`src/rtl/dt_host_seq_if.sv`:
```
// Host/tree-facing signal bundle for the Dyna_Tree host sequencer.
// slave = sequencer side, master = host plus root side.
interface dt_host_seq_if;
  logic       cmd_valid;
  logic       cmd_ready;
  logic [1:0] cmd_op;
  logic       tok_in_valid;
  logic       tok_in_ready;
  logic [3:0] tok_in;
  logic       tok_out_valid;
  logic       tok_out_ready;
  logic [3:0] tok_out;
  logic       tok_out_last;
  logic [1:0] glob_com;
  logic [3:0] tree_in_msg;
  logic [1:0] tree_in_tgt;
  logic [3:0] tree_out_msg;
  logic [1:0] tree_out_tgt;
  logic       busy;
  logic       err_timeout;
  logic       err_overflow;

  modport slave (
    input  cmd_valid, cmd_op, tok_in_valid, tok_in, tok_out_ready, tree_out_msg, tree_out_tgt,
    output cmd_ready, tok_in_ready, tok_out_valid, tok_out, tok_out_last, glob_com,
           tree_in_msg, tree_in_tgt, busy, err_timeout, err_overflow
  );

  modport master (
    output cmd_valid, cmd_op, tok_in_valid, tok_in, tok_out_ready, tree_out_msg, tree_out_tgt,
    input  cmd_ready, tok_in_ready, tok_out_valid, tok_out, tok_out_last, glob_com,
           tree_in_msg, tree_in_tgt, busy, err_timeout, err_overflow
  );
endinterface

```
`src/rtl/dt_host_seq.sv`:
```
// Host sequencer in front of the Dyna_Tree root: LOAD/APPLY/READ/CLEAR plus read-back FIFO.
// Optional DT_HOST_SEQ_AUTO_READ_EN: APPLY chains straight into READ once the root is ready.
module dt_host_seq #(
  parameter int FIFO_DEPTH = 16,
  parameter int TREE_LEVEL = 4,
  parameter int TIMEOUT    = 255,
  parameter int RST_CYCLES = 4
) (
  input  logic         clk,
  input  logic         rst,
  dt_host_seq_if.slave bus
);
  localparam logic [3:0] VK_EMPTY  = 4'd0;
  localparam logic [3:0] VMS_READY = 4'd1;
  localparam logic [3:0] VMS_BOMB  = 4'd3;
  localparam logic [3:0] VMS_READ  = 4'd4;
  localparam logic [3:0] VMS_APPLY = 4'd5;
  localparam logic [3:0] VK_EOF    = 4'd7;
  localparam logic [1:0] TO_PARENT   = 2'd0;
  localparam logic [1:0] TO_CHILDREN = 2'd1;
  localparam int AW = $clog2(FIFO_DEPTH);
  localparam int CW = 16;

  typedef enum logic [3:0] {
    S_INIT, S_IDLE, S_LOAD, S_LWAIT, S_APPLY, S_AWAIT,
    S_READ, S_RCOLLECT, S_RDONE, S_CLEAR, S_CWAIT
  } state_t;

  state_t        state;
  logic [CW-1:0] cnt;
  logic [3:0]    mem [FIFO_DEPTH];
  logic [AW-1:0] wr_ptr, rd_ptr;
  logic [AW:0]   count;
  logic          root_ready, push, pop, full, wr_en, timed_out;

  assign root_ready = (bus.tree_out_tgt == TO_PARENT) && (bus.tree_out_msg == VMS_READY);
  assign push       = (state == S_RCOLLECT) && (bus.tree_out_tgt == TO_PARENT) &&
                      (bus.tree_out_msg > VMS_READY);
  assign pop        = bus.tok_out_ready && (count != '0);
  assign full       = (count == (AW+1)'(FIFO_DEPTH));
  // A pop in the same cycle frees the slot, so a push into a full FIFO still lands.
  assign wr_en      = push && (!full || pop);
  assign timed_out  = (cnt == CW'(TIMEOUT - 1));

  assign bus.tok_out_valid = (count != '0);
  assign bus.tok_out       = mem[rd_ptr];
  assign bus.tok_out_last  = (mem[rd_ptr] == VK_EOF);

  always_ff @(posedge clk) begin
    if (wr_en) mem[wr_ptr] <= bus.tree_out_msg;
  end

  always_ff @(posedge clk) begin
    if (rst) begin
      wr_ptr <= '0;
      rd_ptr <= '0;
      count  <= '0;
    end else begin
      if (wr_en) wr_ptr <= wr_ptr + 1'b1;
      if (pop)   rd_ptr <= rd_ptr + 1'b1;
      case ({wr_en, pop})
        2'b10:   count <= count + 1'b1;
        2'b01:   count <= count - 1'b1;
        default: ;
      endcase
    end
  end

  always_ff @(posedge clk) begin
    if (rst) begin
      state            <= S_INIT;
      cnt              <= '0;
      bus.cmd_ready    <= 1'b0;
      bus.tok_in_ready <= 1'b0;
      bus.glob_com     <= 2'b01;
      bus.tree_in_msg  <= VK_EMPTY;
      bus.tree_in_tgt  <= TO_CHILDREN;
      bus.busy         <= 1'b1;
      bus.err_timeout  <= 1'b0;
      bus.err_overflow <= 1'b0;
    end else begin
      bus.tree_in_msg <= VK_EMPTY;
      bus.tree_in_tgt <= TO_CHILDREN;
      cnt             <= cnt + 1'b1;
      if (push && full && !pop) bus.err_overflow <= 1'b1;

      case (state)
        S_INIT: if (cnt == CW'(RST_CYCLES - 1)) begin
          state         <= S_IDLE;
          bus.glob_com  <= 2'b00;
          bus.cmd_ready <= 1'b1;
          bus.busy      <= 1'b0;
        end
        S_IDLE: if (bus.cmd_valid && bus.cmd_ready) begin
          bus.cmd_ready    <= 1'b0;
          bus.busy         <= 1'b1;
          bus.err_timeout  <= 1'b0;
          bus.err_overflow <= 1'b0;
          cnt              <= '0;
          case (bus.cmd_op)
            2'd0: begin state <= S_LOAD;  bus.tok_in_ready <= 1'b1; end
            2'd1: begin state <= S_APPLY; bus.tree_in_msg <= VMS_APPLY; end
            2'd2: begin state <= S_READ;  bus.tree_in_msg <= VMS_READ; end
            default: begin state <= S_CLEAR; bus.tree_in_msg <= VMS_BOMB; end
          endcase
        end
        S_LOAD: if (bus.tok_in_valid) begin
          if (bus.tok_in == VK_EOF) begin
            state            <= S_LWAIT;
            bus.tok_in_ready <= 1'b0;
            cnt              <= '0;
          end else begin
            bus.tree_in_msg <= bus.tok_in;
          end
        end
        S_APPLY: begin state <= S_AWAIT;    cnt <= '0; end
        S_READ:  begin state <= S_RCOLLECT; cnt <= '0; end
        S_CLEAR: begin state <= S_CWAIT;    cnt <= '0; end
        S_CWAIT: if (cnt == CW'(2 * TREE_LEVEL + 1)) begin
          state         <= S_IDLE;
          bus.cmd_ready <= 1'b1;
          bus.busy      <= 1'b0;
        end
        // The first two AWAIT cycles may still carry a stale READY from before APPLY.
        S_AWAIT: if (cnt >= CW'(2) && root_ready) begin
`ifdef DT_HOST_SEQ_AUTO_READ_EN
          state           <= S_READ;
          bus.tree_in_msg <= VMS_READ;
`else
          state         <= S_IDLE;
          bus.cmd_ready <= 1'b1;
          bus.busy      <= 1'b0;
`endif
        end else if (timed_out) begin
          state           <= S_INIT;
          cnt             <= '0;
          bus.glob_com    <= 2'b01;
          bus.err_timeout <= 1'b1;
        end
        S_RCOLLECT: if (push && bus.tree_out_msg == VK_EOF) begin
          state <= S_RDONE;
          cnt   <= '0;
        end else if (timed_out) begin
          state           <= S_INIT;
          cnt             <= '0;
          bus.glob_com    <= 2'b01;
          bus.err_timeout <= 1'b1;
        end
        S_LWAIT, S_RDONE: if (root_ready) begin
          state         <= S_IDLE;
          bus.cmd_ready <= 1'b1;
          bus.busy      <= 1'b0;
        end else if (timed_out) begin
          state           <= S_INIT;
          cnt             <= '0;
          bus.glob_com    <= 2'b01;
          bus.err_timeout <= 1'b1;
        end
        default: begin
          state        <= S_INIT;
          cnt          <= '0;
          bus.glob_com <= 2'b01;
        end
      endcase
    end
  end
endmodule

```
`src/flat_wrapper.sv`:
```
// flat-port wrapper written by rule: the top's interface ports become plain ports
module dt_host_seq_flat 
#(
  parameter int FIFO_DEPTH = 16,
  parameter int TREE_LEVEL = 4,
  parameter int TIMEOUT    = 255,
  parameter int RST_CYCLES = 4
)
  (clk, rst, bus_cmd_valid, bus_cmd_op, bus_tok_in_valid, bus_tok_in, bus_tok_out_ready, bus_tree_out_msg, bus_tree_out_tgt, bus_cmd_ready, bus_tok_in_ready, bus_tok_out_valid, bus_tok_out, bus_tok_out_last, bus_glob_com, bus_tree_in_msg, bus_tree_in_tgt, bus_busy, bus_err_timeout, bus_err_overflow);
  dt_host_seq_if bus_i ();
  input  logic clk;
  input  logic rst;
  input wire logic [$bits(bus_i.cmd_valid)-1:0] bus_cmd_valid;
  input wire logic [$bits(bus_i.cmd_op)-1:0] bus_cmd_op;
  input wire logic [$bits(bus_i.tok_in_valid)-1:0] bus_tok_in_valid;
  input wire logic [$bits(bus_i.tok_in)-1:0] bus_tok_in;
  input wire logic [$bits(bus_i.tok_out_ready)-1:0] bus_tok_out_ready;
  input wire logic [$bits(bus_i.tree_out_msg)-1:0] bus_tree_out_msg;
  input wire logic [$bits(bus_i.tree_out_tgt)-1:0] bus_tree_out_tgt;
  output wire logic [$bits(bus_i.cmd_ready)-1:0] bus_cmd_ready;
  output wire logic [$bits(bus_i.tok_in_ready)-1:0] bus_tok_in_ready;
  output wire logic [$bits(bus_i.tok_out_valid)-1:0] bus_tok_out_valid;
  output wire logic [$bits(bus_i.tok_out)-1:0] bus_tok_out;
  output wire logic [$bits(bus_i.tok_out_last)-1:0] bus_tok_out_last;
  output wire logic [$bits(bus_i.glob_com)-1:0] bus_glob_com;
  output wire logic [$bits(bus_i.tree_in_msg)-1:0] bus_tree_in_msg;
  output wire logic [$bits(bus_i.tree_in_tgt)-1:0] bus_tree_in_tgt;
  output wire logic [$bits(bus_i.busy)-1:0] bus_busy;
  output wire logic [$bits(bus_i.err_timeout)-1:0] bus_err_timeout;
  output wire logic [$bits(bus_i.err_overflow)-1:0] bus_err_overflow;
  assign bus_i.cmd_valid = bus_cmd_valid;
  assign bus_i.cmd_op = bus_cmd_op;
  assign bus_i.tok_in_valid = bus_tok_in_valid;
  assign bus_i.tok_in = bus_tok_in;
  assign bus_i.tok_out_ready = bus_tok_out_ready;
  assign bus_i.tree_out_msg = bus_tree_out_msg;
  assign bus_i.tree_out_tgt = bus_tree_out_tgt;
  assign bus_cmd_ready = bus_i.cmd_ready;
  assign bus_tok_in_ready = bus_i.tok_in_ready;
  assign bus_tok_out_valid = bus_i.tok_out_valid;
  assign bus_tok_out = bus_i.tok_out;
  assign bus_tok_out_last = bus_i.tok_out_last;
  assign bus_glob_com = bus_i.glob_com;
  assign bus_tree_in_msg = bus_i.tree_in_msg;
  assign bus_tree_in_tgt = bus_i.tree_in_tgt;
  assign bus_busy = bus_i.busy;
  assign bus_err_timeout = bus_i.err_timeout;
  assign bus_err_overflow = bus_i.err_overflow;
  dt_host_seq #(.FIFO_DEPTH(FIFO_DEPTH), .TREE_LEVEL(TREE_LEVEL), .TIMEOUT(TIMEOUT), .RST_CYCLES(RST_CYCLES)) u_core (.clk(clk), .rst(rst), .bus(bus_i));
endmodule
```
`config.mk`:
```
export PLATFORM = sky130hd
export DESIGN_NAME = dt_host_seq_flat
export DESIGN_NICKNAME = d
export VERILOG_FILES = /design/src/rtl/dt_host_seq_if.sv /design/src/rtl/dt_host_seq.sv /design/src/flat_wrapper.sv
export SDC_FILE = /design/constraint.sdc
export NUM_CORES = 1
export LEC_CHECK = 0
export ABC_AREA = 1
export CAP_MARGIN = 15
export CORE_MARGIN = 2
export CORE_UTILIZATION = 34
export DETAILED_ROUTE_END_ITERATION = 8
export REMOVE_ABC_BUFFERS = 1
export SLEW_MARGIN = 20
export SYNTH_ARGS = -nofsm -noshare
export SYNTH_HDL_FRONTEND = slang
export SYNTH_SLANG_ARGS = --single-unit
```
`constraint.sdc`:
```
create_clock -name clk -period 2.4 [get_ports clk]
set_clock_uncertainty 0.2 [all_clocks]
set_input_delay 0.24 -clock clk [delete_from_list [all_inputs] [get_ports clk]]
set_output_delay 0.24 -clock clk [all_outputs]
set_load 0.02 [all_outputs]
```
* After elaboration in Yosys (flattened, before gate mapping)
Memories as Yosys holds them, arrays and structs flattened. A register that Yosys moved wholly into a read port is not among the register bits. Cells that the tools add are included.
Storage, ports and cells: memory bits (writable) 64, logic and storage cells 143, output and inout bits 19, memories 1, flip-flop bits (word level) 44
Memory list:
- u_core.mem | depth 16, bits a word 4, read ports 1, clocked after Yosys merged registers in 1, write ports 1, line dt_host_seq.sv:31 | logic [3:0] mem [FIFO_DEPTH];
Operators by class: bitwise logic cells 1, muxes and demuxes 60, $lt $le $gt $ge 2, add/subtract/negate cells 5, eq/ne operators 33, reduce and logical (&&, ||, !) cells 29
Operators with widths (number):
- 2-to-1 mux 16 bit | 7
- one-hot mux 16 bit (6 select lines) | 1
- 2-to-1 mux 4 bit | 14
- one-hot mux 4 bit (10 select lines) | 1
- equality test 4 x 3 -> 1 bit, second input constant | 7
- 2-to-1 mux 1 bit | 23
- AND reduction 5 bit | 4
- adder 16 x 1 -> 16 bit, second input constant | 1
- equality test 16 x 2 -> 1 bit, second input constant | 1
- equality test 16 x 4 -> 1 bit, second input constant | 1
- equality test 16 x 8 -> 1 bit, second input constant | 1
- greater-or-equal comparator 16 x 2 -> 1 bit, second input constant | 1
- != test 2 x 1 -> 1 bit, second input constant | 7
- equality test 4 bit, second input constant | 3
- one-hot mux 4 bit (3 select lines) | 1
- logical AND 1 bit | 10
- 2-to-1 mux 2 bit | 5
- one-hot mux 1 bit (5 select lines) | 2
- one-hot mux 2 bit (5 select lines) | 1
- one-hot mux 5 bit (2 select lines) | 1
- nonzero test 5 bit | 2
- one-hot mux 3 bit (3 select lines) | 1
- adder 4 x 1 -> 4 bit, second input constant | 2
- equality test 4 x 1 -> 1 bit, second input constant | 2
- 21 further kinds | 31

* Depth between registers and ports, before layout
Gate-level depths: netlist of the first run.
depth after elaboration 8, depth in mapped cells 16, mapped depth without buffers 16

* Worst setup path before layout of the first run
No wires, ideal clock.
path type reg-to-reg, start reg u_core.count[0], end reg u_core.count[4], clock period less this slack 2.624 ns, setup time 0.122 ns, required time 2.078 ns, path buffers 0, stages on the path, launching flop included 14, data arrival time 2.302 ns, slack -0.224 ns, path through dfxtp_1 -> inv_1 -> nand4_1 -> or2_2 -> nand2_1 -> clkinv_1 -> ha_1 -> ha_1 -> a21oi_1 -> nand2_1 -> a21oi_1 -> o21ai_0 -> o21ai_0 -> a21oi_1
On the way: longest elaborated chain between the ends 6
RTL lines:
- from (decl) | line dt_host_seq.sv:33 | logic [AW:0] count;
- from (signal assigned) | line dt_host_seq.sv:62 | 2'b10: count <= count + 1'b1;
- from (signal assigned) | line dt_host_seq.sv:63 | 2'b01: count <= count - 1'b1;
- nonzero test 5 bit *
- named net bus_tok_out_valid | line flat_wrapper.sv:22 | output wire logic [$bits(bus_i.tok_out_valid)-1:0] bus_tok_out_valid;
- logical AND 1 bit * | line dt_host_seq.sv:39 | assign pop = bus.tok_out_ready && (count != '0);
- logical OR 1 bit | line dt_host_seq.sv:42 | assign wr_en = push && (!full || pop);
- logical AND 1 bit | line dt_host_seq.sv:42
- equality test 2 x 1 -> 1 bit or equality test 2 bit (tied branches) | line dt_host_seq.sv:61 | case ({wr_en, pop})
- one-hot mux 5 bit (2 select lines) or nonzero test 2 bit (tied branches)
The timed path passes the listed nets; every way through them passes the cells marked *. A chain may end at the register's enable or synchronous reset.

* Final worst setup path of the first run
start reg u_core.count[1], end reg u_core.count[4]
On the way: longest elaborated chain between the ends 6
RTL lines (line):
- equality test 5 bit or nonzero test 5 bit (tied branches) | dt_host_seq.sv:40, dt_host_seq.sv:39
- zero test 1 bit or logical AND 1 bit (tied branches) | dt_host_seq.sv:42, dt_host_seq.sv:39
- logical OR 1 bit | dt_host_seq.sv:42
- logical AND 1 bit | dt_host_seq.sv:42
- equality test 2 x 1 -> 1 bit or equality test 2 bit (tied branches) | dt_host_seq.sv:61
- one-hot mux 5 bit (2 select lines) or nonzero test 2 bit (tied branches)
Several ways; a longest one is shown, not always the timed one.

==> summary.md, run 1 <==
| Metric | Value |
|---|---|
| Yosys warning total | `0` |
| Sequential share of the synthesized area | `a little over half` |
| RSZ-0062 raised after global routing | `yes` |
| Fin. Hold Viols | `0` |
| Final slew viol count | `0` |
| Post-Syn Area per Cell | `roughly 8.8 um^2` |
| Pin count of the biggest net entering global routing | `65` |
| CP delay by family, top | `simple AND/OR/NAND/NOR gates` |
| Met1 usage | `between 10% and 20%` |
| Most common cell after layout, fill and taps aside | `nand2_1` |
| Grt ovf | `0` |
| First-pass GRT wire length | `20,100 um` |
| Clock latency at the later pin of the worst-skew pair | `0.35 ns` |
| Yosys reg bits | `between 100 and 150` |
| Hold_buf cts | `0` |
| Critical-path maximum fanout | `6` |
| Row count | `46` |
| Post-place instance area | `approximately 0.0063 mm^2` |
| Final Hold Slack | `about 0.26 ns` |
| Vias per cell | `between 4 and 5` |
| Crit path largest cell delay | `0.33 ns` |
| Layout cells sized above 1 | `16.52%` |
| TritonCTS clock tree | `built` |
| CP max stage cell | `dfxtp_2` |
| MaxCap Viol Count | `0` |
| Final-report setup violation count | `0` |
| Minimum clock period | `about 2.3 ns` |
| Grt met3 use | `between 5 and 6%` |
| Vias | `4,260` |
| LEAKAGE | `around 2.6 nW` |
| GRT Util Overall | `15.48%` |
| Layout Cell Area excl Fill | `between 0.006 and 0.007 mm^2` |
| Clock Path Buffers | `2` |
| Die Ht | `130.1 um` |
| ANT cells | `0` |
| Most frequent cells in the layout | `104 x nand2_1, 77 x inv_1, 66 x nor2_1` |
| Met2 usage | `between 20 and 30%` |
| Drt wl/cell | `roughly 13 um` |
| I/O pin cnt | `36` |
| Peak VDD IR | `roughly 350 uV` |
| Worst path cell trace | `inv_2, nand4_1, or2_4, nand2_1, clkinv_2, ha_4, ha_4, a21oi_2, nand2_2, a21oi_2, o21ai_1, o21ai_1, a21oi_1` |
| Worst setup EP type | `flip-flop` |
| Number of global-route vias before repair | `between 4,000 and 5,000` |
| Buf/Inv on CP | `2` |
| Unique masters post-synth | `35` |
| Post-Syn Area | `0.005406 mm^2` |
| Pwr Total | `slightly below 0.006 W` |
| CTS Sinks | `about 110` |
| Initial Util | `about 34%` |
| DRC Markers | `0` |
| Critical path class | `reg -> reg` |
| Drt pass-1 iters | `4` |
| Final-layout fill cell count | `around 1,600` |
| Post-DP HPWL | `8851 um` |
| Tcrit/Tclk final | `94.38%` |
| Max Clk Rate | `approximately 0.44 GHz` |
| Htree depth | `3` |
| Die X-Extent | `130.1 um` |
| Status | `finished clean` |
| TNS Setup | `0 ns` |
| GRT busiest layer | `met2` |
| Arrival time worst endpoint | `between 2 and 2.5 ns` |
| Die area | `roughly 0.017 mm^2` |
| Clock root buffer | `clkbuf_16` |
| Core area | `about 0.016 mm^2` |
| Pwr Density | `around 900 mW/mm^2` |
| Area grow syn2layout | `23.74%` |
| Clock-pin slew on the worst setup and hold paths | `0.07 ns` |
| Worst Path Required | `2.45 ns` |
| Antenna violations before repair | `0` |
| Routed WL | `12,150 um` |
| Post-Syn Instances | `617` |
| Num CTS Buffers | `9` |
| Hold Crit Class | `reg -> reg` |
| Gpl congestion | `approximately 0.9` |
| Critical path startpoint category | `flip-flop` |
| Final nets | `731` |
| Starting DRC count in detailed routing | `about 210` |
| DRT antenna net count | `0` |
| IO buf count | `32` |
worst paths after layout:
path	start	endpoint	slack, ns	depth (start not counted)
setup / recovery	u_core.count[1]$_SDFFE_PP0P_	u_core.count[4]$_SDFFE_PP0P_	0.13	13
hold / removal	u_core.bus.err_timeout$_SDFFE_PP0P_	u_core.bus.err_timeout$_SDFFE_PP0P_	0.26	2
setup reg to reg	u_core.count[1]$_SDFFE_PP0P_	u_core.count[4]$_SDFFE_PP0P_	0.13	13
hold reg to reg	u_core.bus.err_timeout$_SDFFE_PP0P_	u_core.bus.err_timeout$_SDFFE_PP0P_	0.26	2
power breakdown:
part | total, W | switching [W] | leakage, nW | internal, W
sequential | 0.00224 | 0.000102 | 0.958 | 0.00213
combinational | 0.00229 | 0.00127 | 1.55 | 0.00101
clock | 0.00144 | 0.000713 | 0.134 | 0.000727
cells in the mapped netlist, drive strengths merged:
cell	instances	area share, %
nand4	15	1.7
xor2	8	1.3
conb	2	0.14
inv	86	6.0
o211ai	16	2.2
a211oi	1	0.14
nor2	82	6.9
nor3	3	0.28
o21ai	38	3.6
dfxtp	47	17
buf	8	1.1
a21oi	44	4.1
or2	1	0.12
clkbuf	9	0.62
nand2	110	7.9
xnor2	9	1.5
fa	1	0.37
clkinv	1	0.069
nand3b	1	0.14
a31oi	1	0.12
nand3	52	4.9
ha	16	3.7
o22ai	1	0.12
edfxtp	64	36
o21bai	1	0.14
routing by layer:
metal / vias to the layer above / part of all wire, %
met1: 1974 / 41
met5: - / 0
met4: 0 / 2.5
met3: 24 / 4.4
met2: 65 / 52
li1: 2197 / -
sequential cells by signal, indices dropped and copies added (netlist names), 4 cells and up, named ones only:
| name | flops |
|---|---|
| u_core.wr_ptr | 4 |
| u_core.mem | 64 |
| u_core.cnt | 16 |
| u_core.rd_ptr | 4 |
| u_core.state | 4 |
| u_core.bus.tree_in_msg | 4 |
| u_core.count | 5 |
tightest hold or removal path: cells and delay by family, from the launching register on:
family	cells	cell delay, ns
buffers and inverters	1	0.05
flip-flops	1	0.32
AO/OA/AOI/OAI	1	0.05
repair_timing:
item                                    CTS  global route
resized for setup                        14            21
endpoints found under the setup margin    8             4
pin swaps                                 2             5
buffers inserted                          1             3
gates cloned                              0             0
logic make-up after synthesis:
| logic type | synth area share [%] |
|---|---|
| other cells | 0.1389 |
| simple gates | 21.94 |
| xor+xnor | 2.754 |
| fa+ha+maj | 4.073 |
| flops | 52.95 |
| buf+inv | 7.753 |
| compound gates | 10.39 |
metrics by stage:
step,setup WS [ns],cells,utilization (%)
after global routing,-0.07265,918,42.58
after CTS,0.001963,915,42.28
after detailed placement,-0.4898,898,40.18
after floorplan,-0.2265,601,-
after global placement,-0.4371,898,40.18
final,0.1350,918,42.58
layout make-up:
| class | count | area (um^2) | area share [%] |
|---|---|---|---|
| sequential | 111 | 2867 | 42.85 |
| tap | 216 | 270.3 | 4.040 |
| timing repair buffer | 85 | 745.7 | 11.15 |
| clock inverter | 6 | 55.05 | 0.8229 |
| multi-input combinational | 403 | 2196 | 32.82 |
| clock buffer | 10 | 229.0 | 3.422 |
| inverter | 87 | 327.8 | 4.900 |
No activity file was read; power rests on OpenSTA's default activity.
==> run 2, diff against run 1 <==
--- a/config.mk
+++ b/config.mk
@@ -10,7 +10,6 @@
 export CORE_MARGIN = 2
 export CORE_UTILIZATION = 34
 export DETAILED_ROUTE_END_ITERATION = 8
-export REMOVE_ABC_BUFFERS = 1
 export SLEW_MARGIN = 20
 export SYNTH_ARGS = -nofsm -noshare
 export SYNTH_HDL_FRONTEND = slang
==> run 2 against run 1 <==
Count of clock-buffer cells in the layout down 1. Via count up 0.82%. Global-route usage down 0.54 points. Non-clock buffer count up 1. Hold slack better by 0.015 ns. Sequential cell count unchanged. Critical endpoint unchanged. Die area unchanged. Sequential share of layout area down 0.19 points. Clock power about the same. Critical path depth unchanged.
==> summary.md, run 2 (synthesis results as in run 1) <==
| Metric | Value |
|---|---|
| Top flop regs | `u_core.mem x64, u_core.cnt x16, u_core.count x5` |
| Pin count of the biggest net entering global routing | `33 (-49%)` |
| Antenna violations before repair | `0 (unchanged)` |
| Switch Pwr | `0.002123 W (+1.6%)` |
| Drt pass-1 iters | `5 (+1)` |
| Switching Share | `35.34% (+0.31 points)` |
| Grt ovf | `0 (unchanged)` |
| Worst setup EP type | `flip-flop` |
| Crit path depth | `13 (unchanged)` |
| Vias per cell | `4.674 (+0.71%)` |
| Max Clk Rate | `0.4266 GHz (-3.4%)` |
| Clock latency at the later pin of the worst-skew pair | `0.35 ns (about the same)` |
| Comb power frac | `38.4% (about the same)` |
| Buf/Inv on CP | `2 (unchanged)` |
| Die area | `0.01693 mm^2 (unchanged)` |
| Peak VDD IR | `488.8 uV (+39%)` |
| Power Internal | `0.003884 W (+0.21%)` |
| Most frequent cells in the layout | `103 x nand2_1, 77 x inv_1, 66 x nor2_1` |
| Final-layout fill cell count | `1,559 (+0.58%)` |
| Tcrit/Tclk final | `97.67% (+3.3 points)` |
| I/O pin cnt | `36 (unchanged)` |
| Most common cell after layout, fill and taps aside | `nand2_1` |
| Starting DRC count in detailed routing | `229 (+11%)` |
| Hold Path End | `u_core.bus.err_overflow$_SDFF_PP0_` |
| Core Util, Final | `42.84% (+0.26 points)` |
| MaxCap Viol Count | `0 (unchanged)` |
| Vias | `4,295 (+0.82%)` |
| Area grow syn2layout | `24.51%` |
| TritonCTS clock tree | `built` |
| Post-DP HPWL | `8350 um (-5.7%)` |
| ANT cells | `0 (unchanged)` |
| Number of global-route vias before repair | `4,201 (-1.1%)` |
| Htree depth | `3 (unchanged)` |
| Die X-Extent | `130.1 um (unchanged)` |
| Placed cells | `899 (+0.11%)` |
| Fin. Hold Viols | `0 (unchanged)` |
| Hold Crit Class | `reg -> reg` |
| GRT Util Overall | `14.94% (-0.54 points)` |
| Clock network power share | `24.1% (about the same)` |
| Drt wl/cell | `13.24 um (about the same)` |
| Row count | `46 (unchanged)` |
| Clock Path Buffers | `2 (unchanged)` |
| Layout cells sized above 1 | `17.35% (+0.83 points)` |
| Gpl congestion | `0.9043 (+0.70%)` |
| CP max stage cell | `dfxtp_2` |
| First-pass GRT wire length | `19,870 um (-1.1%)` |
| Worst Path Required | `2.44 ns (about the same)` |
| FF-to-FF Start | `u_core.count[2]$_SDFFE_PP0P_` |
| Initial Util | `34.41% (unchanged)` |
| Minimum clock period | `2.344 ns (+0.07915 ns)` |
| DRC Markers | `0 (unchanged)` |
| RSZ-0062 raised after global routing | `yes` |
| Hold path depth | `2 (unchanged)` |
| Top reg by flops | `u_core.mem` |
| Max FFs per register | `64 (unchanged)` |
| DRT antenna net count | `0 (unchanged)` |
| R2R Setup Slk | `0.06 ns (-0.08 ns)` |
| Final-report setup violation count | `0 (unchanged)` |
| Critical path class | `reg -> reg` |
| Core area | `0.01571 mm^2 (unchanged)` |
| Critical path startpoint category | `flip-flop` |
| Post-Layout Cell Count | `919 (+0.11%)` |
| Num CTS Buffers | `9 (unchanged)` |
| Clock-pin slew on the worst setup and hold paths | `0.08 ns (about the same)` |
| Pwr Density | `892.3 mW/mm^2 (about the same)` |
| CTS Sinks | `111 (unchanged)` |
| CP startpoint | `u_core.count[2]$_SDFFE_PP0P_` |
| Crit path largest cell delay | `0.33 ns (about the same)` |
| Status | `finished clean` |
| Hold_buf cts | `0 (unchanged)` |
| Arrival time worst endpoint | `2.39 ns (+0.08 ns)` |
| Clock root buffer | `clkbuf_16` |
| Die Ht | `130.1 um (unchanged)` |
| Final slew viol count | `0 (unchanged)` |
| Worst path cell trace | `inv_2, nand4_1, or2_4, nand2_2, clkinv_2, ha_4, ha_4, a21oi_2, nand2_2, a21oi_2, o21ai_1, o21ai_1, a21oi_1` |
| LEAKAGE | `2.662 nW (+0.83%)` |
| IO buf count | `32 (unchanged)` |
| Critical-path maximum fanout | `6 (unchanged)` |
| Seq pwr share | `37.5% (about the same)` |
| Final nets | `732 (+0.14%)` |
| Min-delay src | `u_core.bus.err_overflow$_SDFF_PP0_` |
| Routed WL | `12,160 um (+0.12%)` |
| Worst reg2reg path depth | `13 (unchanged)` |
| R2r endpoint | `u_core.count[4]$_SDFFE_PP0P_` |
| CP delay by family, top | `simple AND/OR/NAND/NOR gates` |
-- run 2: per-stage QoR --
step / power (W) / hold WS [ns] / worst slack, ns / TNS (ns) / instance area [um^2]
finish: 0.006006 / 0.2792 / 0.05584 / 0 / 6731
global route: 0.006388 / 0.3047 / -0.07510 / -0.09544 / 6731
CTS: 0.005915 / 0.2789 / -0.0009890 / -0.0009890 / 6683
detailed placement: 0.004407 / 0.2586 / -0.4096 / -1.174 / 6357
global placement: 0.004356 / 0.2519 / -0.3775 / -1.028 / 6357
floorplan: 0.003644 / 0.1091 / -0.02177 / -0.02177 / 5446
-- run 2: worst register-to-register path, stage by stage, from the launching register on --
cell and delay [ns]:
dfxtp_2 0.33, inv_2 0.05, nand4_1 0.17, or2_4 0.30, nand2_2 0.08, clkinv_2 0.08, ha_4 0.20, ha_4 0.24
a21oi_2 0.14, nand2_2 0.08, a21oi_2 0.10, o21ai_1 0.08, o21ai_1 0.14, a21oi_1 0.05
-- run 2: how the worst max path moves through the flow --
stage	to	slack (ns)
final	u_core.count[4]$_SDFFE_PP0P_	0.06
after global routing	u_core.count[4]$_SDFFE_PP0P_	-0.08
after CTS	u_core.count[3]$_SDFFE_PP0P_	-0.001
after detailed placement	u_core.count[4]$_SDFFE_PP0P_	-0.41
after global placement	u_core.count[4]$_SDFFE_PP0P_	-0.38
after floorplan	u_core.count[4]$_SDFFE_PP0P_	-0.02
-- run 2: what timing repair did --
item | in CTS | in global routing
pin swaps | 3 | 8
hold endpoints to repair | 0 | 0
setup endpoints to repair | 7 | 6
gates cloned | 1 | 0
resized for setup | 12 | 21
setup buffers | 1 | 2
-- run 2: final cells by class --
type | instances | area, um^2 | area share (%)
tap | 216 | 270.3 | 4.015
inverter | 87 | 327.8 | 4.870
clock buffer | 9 | 225.2 | 3.346
multi-input combinational | 403 | 2210 | 32.83
timing repair buffer | 86 | 770.7 | 11.45
sequential | 111 | 2872 | 42.66
clock inverter | 7 | 56.30 | 0.8364
-- run 2: per-layer routing --
metal	share of wire, %	up-vias	GRT usage [%]
li1	-	2202	-
met1	48	1975	19.38
met2	45	97	24.55
met3	4.7	21	3.608
met4	1.5	0	5.060
met5	0	-	0
-- run 2: power by group through the flow --
stage / Clock (W) / Sequential, W / Combinational [W]
after global routing: 0.00155 / 0.00227 / 0.00257
after floorplan: 0 / 0.00229 / 0.00135
after detailed placement: 0 / 0.00227 / 0.00214
after global placement: 0 / 0.00226 / 0.00209
after CTS: 0.00148 / 0.00224 / 0.00219
final: 0.00145 / 0.00225 / 0.00231
